===== src/rtl/instr_mem_loader.sv =====
// instr_mem_loader: streams 32-bit words into byte-wide instr memory, MSB first.
// Ports: start/abort/base_addr/length ctrl, in_* stream, mem_* write, busy/done/err/words_loaded.
module instr_mem_loader #(
  parameter int ADDR_W = 7,
  parameter int DEPTH  = 128
) (
  input  logic              clk,
  input  logic              rst_n,
  input  logic              start,
  input  logic              abort,
  input  logic [ADDR_W-1:0] base_addr,
  input  logic [5:0]        length,
  input  logic              in_valid,
  input  logic [31:0]       in_data,
  output logic              in_ready,
  output logic              mem_we,
  output logic [ADDR_W-1:0] mem_addr,
  output logic [7:0]        mem_data,
  output logic              busy,
  output logic              done,
  output logic              err,
  output logic [5:0]        words_loaded
);

  localparam int SUM_W = ADDR_W + 2;

  typedef enum logic [1:0] {
    S_IDLE,
    S_ACCEPT,
    S_WRITE,
    S_DONE
  } state_e;

  state_e            state_q, state_d;
  logic [1:0]        idx_q, idx_d;
  logic [ADDR_W-1:0] addr_q, addr_d;
  logic [5:0]        len_q, len_d;
  logic [31:0]       word_q, word_d;
  logic [5:0]        words_q, words_d;
  logic              err_q, err_d;
  logic              in_ready_q, in_ready_d;
  logic              mem_we_q, mem_we_d;
  logic [ADDR_W-1:0] mem_addr_q, mem_addr_d;
  logic [7:0]        mem_data_q, mem_data_d;
  logic              busy_q, busy_d;
  logic              done_q, done_d;

  logic [SUM_W-1:0]  end_addr;
  logic              range_bad;
  logic [5:0]        words_inc;

  // One past the last byte the load would touch; equal to DEPTH is legal.
  assign end_addr  = SUM_W'(base_addr)
                   + SUM_W'({length, 2'b00});
  assign range_bad = end_addr > SUM_W'(DEPTH);
  assign words_inc = words_q + 6'd1;

  always_comb begin
    state_d    = state_q;
    idx_d      = idx_q;
    addr_d     = addr_q;
    len_d      = len_q;
    word_d     = word_q;
    words_d    = words_q;
    err_d      = err_q;
    in_ready_d = 1'b0;
    mem_we_d   = 1'b0;
    mem_addr_d = mem_addr_q;
    mem_data_d = mem_data_q;
    busy_d     = busy_q;
    done_d     = 1'b0;

    if (abort) begin
      state_d = S_IDLE;
      busy_d  = 1'b0;
    end else begin
      unique case (state_q)
        S_IDLE: begin
          busy_d = 1'b0;
          if (start) begin
            addr_d  = base_addr;
            len_d   = length;
            words_d = 6'd0;
            err_d   = 1'b0;
            if (length == 6'd0) begin
              state_d = S_DONE;
              done_d  = 1'b1;
            end else if (range_bad) begin
              err_d   = 1'b1;
              state_d = S_DONE;
              done_d  = 1'b1;
            end else begin
              state_d    = S_ACCEPT;
              busy_d     = 1'b1;
              in_ready_d = 1'b1;
            end
          end
        end

        S_ACCEPT: begin
          busy_d = 1'b1;
          if (in_valid && in_ready_q) begin
            // Byte 0 goes out straight from the bus.
            word_d     = in_data;
            state_d    = S_WRITE;
            idx_d      = 2'd0;
            mem_we_d   = 1'b1;
            mem_addr_d = addr_q;
            mem_data_d = in_data[31:24];
            addr_d     = addr_q + ADDR_W'(1);
          end else begin
            in_ready_d = 1'b1;
          end
        end

        S_WRITE: begin
          busy_d = 1'b1;
          // idx_q is the byte on the bus this cycle.
          if (idx_q != 2'd3) begin
            idx_d      = idx_q + 2'd1;
            mem_we_d   = 1'b1;
            mem_addr_d = addr_q;
            addr_d     = addr_q + ADDR_W'(1);
            case (idx_q)
              2'd0:    mem_data_d = word_q[23:16];
              2'd1:    mem_data_d = word_q[15:8];
              default: mem_data_d = word_q[7:0];
            endcase
          end else begin
            words_d = words_inc;
            if (words_inc == len_q) begin
              state_d = S_DONE;
              done_d  = 1'b1;
              busy_d  = 1'b0;
            end else begin
              state_d    = S_ACCEPT;
              in_ready_d = 1'b1;
            end
          end
        end

        S_DONE: begin
          state_d = S_IDLE;
          busy_d  = 1'b0;
        end

        default: begin
          state_d = S_IDLE;
          busy_d  = 1'b0;
        end
      endcase
    end
  end

  always_ff @(posedge clk or negedge rst_n) begin
    if (!rst_n) begin
      state_q    <= S_IDLE;
      idx_q      <= 2'd0;
      addr_q     <= '0;
      len_q      <= 6'd0;
      word_q     <= 32'd0;
      words_q    <= 6'd0;
      err_q      <= 1'b0;
      in_ready_q <= 1'b0;
      mem_we_q   <= 1'b0;
      mem_addr_q <= '0;
      mem_data_q <= 8'd0;
      busy_q     <= 1'b0;
      done_q     <= 1'b0;
    end else begin
      state_q    <= state_d;
      idx_q      <= idx_d;
      addr_q     <= addr_d;
      len_q      <= len_d;
      word_q     <= word_d;
      words_q    <= words_d;
      err_q      <= err_d;
      in_ready_q <= in_ready_d;
      mem_we_q   <= mem_we_d;
      mem_addr_q <= mem_addr_d;
      mem_data_q <= mem_data_d;
      busy_q     <= busy_d;
      done_q     <= done_d;
    end
  end

  assign in_ready     = in_ready_q;
  assign mem_we       = mem_we_q;
  assign mem_addr     = mem_addr_q;
  assign mem_data     = mem_data_q;
  assign busy         = busy_q;
  assign done         = done_q;
  assign err          = err_q;
  assign words_loaded = words_q;

endmodule


===== config.mk =====
export PLATFORM = sky130hd
export DESIGN_NAME = instr_mem_loader
export DESIGN_NICKNAME = d
export VERILOG_FILES = /design/src/rtl/instr_mem_loader.sv
export SDC_FILE = /design/constraint.sdc
export NUM_CORES = 1
export LEC_CHECK = 0
export CAP_MARGIN = 10
export CORE_UTILIZATION = 51
export CTS_CLUSTER_DIAMETER = 100
export CTS_CLUSTER_SIZE = 24
export DETAILED_ROUTE_END_ITERATION = 6
export GPL_TIMING_DRIVEN = 0
export PLACE_DENSITY = 0.85
export SLEW_MARGIN = 40
export SYNTH_ARGS = -nofsm -noshare
export SYNTH_HDL_FRONTEND = slang
export SYNTH_SLANG_ARGS = --single-unit

===== constraint.sdc =====
create_clock -name clk -period 2.25 [get_ports clk]
set_input_delay 0.3375 -clock clk [delete_from_list [all_inputs] [get_ports clk]]
set_output_delay 0.3375 -clock clk [all_outputs]
set_load 0.03 [all_outputs]

==> impl_table.tex <==
\begin{tabular}{lr}
\hline
Metric & Value \\
\hline
\multicolumn{2}{l}{\textbf{Status}} \\
Outcome & completed \\
\multicolumn{2}{l}{\textbf{GRT}} \\
Maximum number of pins on one net before global-route repair & 39 \\
Via count of the first global-routing pass & 2,936 \\
Most heavily used metal layer in global routing & met2 \\
Met2 routing resource usage after global routing & 41.94\% \\
Leftover overflow at the end of global routing & 0 \\
Wire length of the first global-routing pass & 13.98 mm \\
Number of antenna violations at the first check in global routing & 0 \\
Met3 track utilization from global routing & 5.545\% \\
Total GRT Usage & 25.05\% \\
Fraction of met1 tracks used by global routing & 31.70\% \\
\multicolumn{2}{l}{\textbf{Floorplan}} \\
Die X & 85.27 um \\
Initial core utilization & 54.14\% \\
Core Region & 6531 um2 \\
Area of the die & 7270 um2 \\
Row count & 29 \\
Die Height & 85.27 um \\
Top Ports & 76 \\
\multicolumn{2}{l}{\textbf{Synth}} \\
Synthesized area divided by synthesized cell count & 10.31 um2 \\
Synth warn & 0 \\
EDFF count, synth & 0 \\
Post-synthesis async set-or-reset flop share & 100.0\% \\
Mapped Cells & 343 \\
Cells taking the most area after synthesis & sky130\_fd\_sc\_hd\_\_dfrtp\_1, sky130\_fd\_sc\_hd\_\_mux2\_2, sky130\_fd\_sc\_hd\_\_ha\_1 \\
Sequential cell area fraction in the yosys report & 47.42\% \\
Number of different library cells in the post-synthesis netlist & 48 \\
Syn nets & 408 \\
Register bit total from synthesis & 67 \\
Fraction of synthesized cell area taken by the top area cell type & 47.42\% \\
Most repeated cell in the gate-level netlist after synthesis & sky130\_fd\_sc\_hd\_\_dfrtp\_1 \\
Combined area of all synthesized cells & 3536 um2 \\
Top flip-flop cell by instance count after synthesis & sky130\_fd\_sc\_hd\_\_dfrtp\_1 \\
Top cells by instance count after synthesis & sky130\_fd\_sc\_hd\_\_dfrtp\_1, sky130\_fd\_sc\_hd\_\_nand2\_1, sky130\_fd\_sc\_hd\_\_mux2\_2 \\
Most area-hungry cell type in the Yosys netlist & sky130\_fd\_sc\_hd\_\_dfrtp\_1 \\
\multicolumn{2}{l}{\textbf{Min path}} \\
Worst hold path cell count & 2 \\
Path category of the worst min-delay check & primary input to flop \\
\multicolumn{2}{l}{\textbf{Layout}} \\
Fin area & 4669 um2 \\
FF/Latch Area & 1677 um2 \\
Net total in the final layout & 496 \\
Syn-to-layout area delta & 32.06\% \\
Filler Cells Inserted & 451 \\
Number of diodes added for antenna fixing & 0 \\
Layout cell share with drive strength beyond 1 & 19.04\% \\
Multi-input gate area & 1783 um2 \\
\multicolumn{2}{l}{\textbf{Critical path}} \\
Crit path DAT & 2.41 ns \\
Worst Path Class, Setup & primary input to flop \\
Standard cell with the maximum stage delay on the critical path & sky130\_fd\_sc\_hd\_\_fa\_1 \\
Critical Path Max Stage Delay & 0.52 ns \\
Sort of element at the end of the critical path & flop \\
Critical-path maximum fanout & 3 \\
Reg2Reg Depth & 7 \\
Cells along the critical path & clkdlybuf4s15\_1, inv\_2, fa\_1, or4b\_4, a221oi\_2, nand3\_2, a21o\_1, o211ai\_1 \\
Data required time at the worst endpoint & 2.52 ns \\
Critical Path Source Type & primary input \\
\multicolumn{2}{l}{\textbf{CTS}} \\
Clock tree from TritonCTS & yes \\
Number of H-tree branching levels & 3 \\
Num CTS Buffers & 9 \\
Root Buffer & sky130\_fd\_sc\_hd\_\_clkbuf\_8 \\
Clock-pin slew of the registers on the worst-case setup and hold paths & 0.07 ns \\
Buffer levels on the longest clock path & 2 \\
Clock latency of the later-clocked register in the worst-skew pair & 0.36 ns \\
TritonCTS Sinks & 67 \\
\multicolumn{2}{l}{\textbf{Detailed routing}} \\
DR vias & 3,004 \\
Post-DRT Antenna Nets & 0 \\
Remaining routing DRC violations & 0 \\
Number of detailed-route iterations in the first pass & 4 \\
Wirelength, routed & 8.300 mm \\
Post-detailed-route via-to-cell ratio & 5.856 \\
Average wire per standard cell & 16.18 um \\
Initial DRC count & 189 \\
\multicolumn{2}{l}{\textbf{Pwr}} \\
Net switching power & 2.193 mW \\
Clock network power share & 21.0\% \\
Leakage component of the power & 2.044 nW \\
Post-layout power & 5.661 mW \\
Sequential share of power & 36.4\% \\
Power density cells & 1212 nW/um2 \\
Part of the total power dissipated in combinational logic & 42.6\% \\
Peak supply drop & 0.8437 mV \\
Net Sw Frac & 38.74\% \\
Pint & 3.468 mW \\
\multicolumn{2}{l}{\textbf{Timing}} \\
Worst slew margin & 61.50\% \\
Worst Tran Pin Value & 0.5754 ns \\
Final period utilization & 94.81\% \\
Worst-case clock skew & 0.007520 ns \\
Final number of hold-violating endpoints & 0 \\
Setup total negative slack & 0 ns \\
Achievable frequency & 468.8 MHz \\
Max-slew violation total from the final report & 0 \\
Post-layout worst setup margin & 0.1167 ns \\
Setup Viol. Count Final & 0 \\
Final worst path period need & 2.133 ns \\
\multicolumn{2}{l}{\textbf{Placed design}} \\
Placed Area & 4390 um2 \\
Count of input and output buffers & 74 \\
Minimum setup slack after placement & -0.7412 ns \\
Final weighted congestion of routability-driven global placement & 0.8166 \\
Post-DP HPWL & 6.012 mm \\
\multicolumn{2}{l}{\textbf{Run}} \\
Maxcap violations & 0 \\
\hline
\end{tabular}
-- placed cells by master, fill, tap and decap left out, types with 4 or more instances in the layout --
master,count
sky130_fd_sc_hd__nor3_1,4
sky130_fd_sc_hd__and3_1,6
sky130_fd_sc_hd__o22ai_1,6
sky130_fd_sc_hd__a22oi_1,8
sky130_fd_sc_hd__mux2_2,35
sky130_fd_sc_hd__inv_1,10
sky130_fd_sc_hd__nor2_1,12
sky130_fd_sc_hd__o21ai_1,5
sky130_fd_sc_hd__a21o_1,5
sky130_fd_sc_hd__clkbuf_1,4
sky130_fd_sc_hd__clkbuf_8,11
sky130_fd_sc_hd__nand2_1,38
sky130_fd_sc_hd__clkdlybuf4s50_1,69
sky130_fd_sc_hd__nand3_1,15
sky130_fd_sc_hd__buf_2,11
sky130_fd_sc_hd__o21ai_0,33
sky130_fd_sc_hd__nand2b_1,10
sky130_fd_sc_hd__ha_1,13
sky130_fd_sc_hd__a21oi_1,11
sky130_fd_sc_hd__dfrtp_1,67
-- sequential cells by signal, summed over array words and instances, names as in the netlist, 2 cells and up --
signal / flops
len_q: 6
word_q: 24
words_loaded: 6
mem_addr: 7
state_q: 2
addr_q: 7
mem_data: 8
idx_q: 2
-- final cells by class --
type | count | area share [%]
Buffer | 15 | 1.474
Clock buffer | 11 | 3.242
Clock inverter | 5 | 1.795
Inverter | 11 | 0.8842
Multi-Input combinational cell | 249 | 38.18
Sequential cell | 67 | 35.91
Tap cell | 77 | 2.063
Timing Repair Buffer | 78 | 16.45
-- timing repair --
item	CTS	global route
endpoints found under the hold margin	29	0
hold buffers	1	0
setup endpoints to repair	5	20
gates resized for setup	11	11
setup buffers	1	1
pin swaps	2	4
-- stage by stage --
step,hold slack [ns],std cells,util (%)
5_1_grt,0.2975,513,71.49
4_1_cts,0.2741,513,71.38
6_report,0.2852,513,71.49
2_1_floorplan,0.04191,343,-
3_3_place_gp,0.4610,494,66.95
3_5_place_dp,0.2984,495,67.22
-- worst max-delay path: cells and delay by family --
family,cells,cell delay (ns)
compound gates,3,0.63
simple gates,2,0.61
fa+ha+maj,1,0.52
buf+inv,2,0.31
-- worst paths after layout --
check / start / to / slack [ns]
worst max-delay path: length[1] / in_ready$_DFF_PN0_ / 0.12
worst min register to register: mem_data[6]$_DFFE_PN0P_ / mem_data[6]$_DFFE_PN0P_ / 0.49
worst max register to register: state_q[1]$_DFFE_PN0P_ / word_q[9]$_DFFE_PN0P_ / 0.12
max in group asynchronous: rst_n / addr_q[3]$_DFFE_PN0P_ / 1.28
worst min-delay path: abort / state_q[0]$_DFFE_PN0P_ / 0.29
min in group asynchronous: rst_n / done$_DFF_PN0_ / 0.45
-- power by group through the flow --
stage | clock [mW] | combinational, mW | sequential [mW]
CTS | 1.19 | 2.40 | 2.06
finish | 1.19 | 2.41 | 2.06
global placement | 0 | 2.29 | 2.05
global route | 1.25 | 2.65 | 2.12
detailed placement | 0 | 2.37 | 2.07
floorplan | 0 | 1.27 | 2.32
-- logic make-up (layout without fill, tap and decap cells) --
logic type / Yosys count / in the layout / share of synthesized area [%]
and+or+nand+nor: 103 / 103 / 15.00
AOI/OAI and AO/OA: 87 / 87 / 15.36
muxes: 38 / 38 / 12.00
buffers and inverters: 27 / 120 / 3.220
xor gates and xnor gates: 6 / 6 / 1.486
adders and majority gates: 15 / 15 / 5.520
DFF: 67 / 67 / 47.42
-- metal layers --
layer	routed length, um	vias to the layer above
li1	-	1418
met1	3671	1478
met2	4054	92
met3	400	16
met4	174	0
met5	0	-
Note: power is estimated with default switching activity, not from simulation.
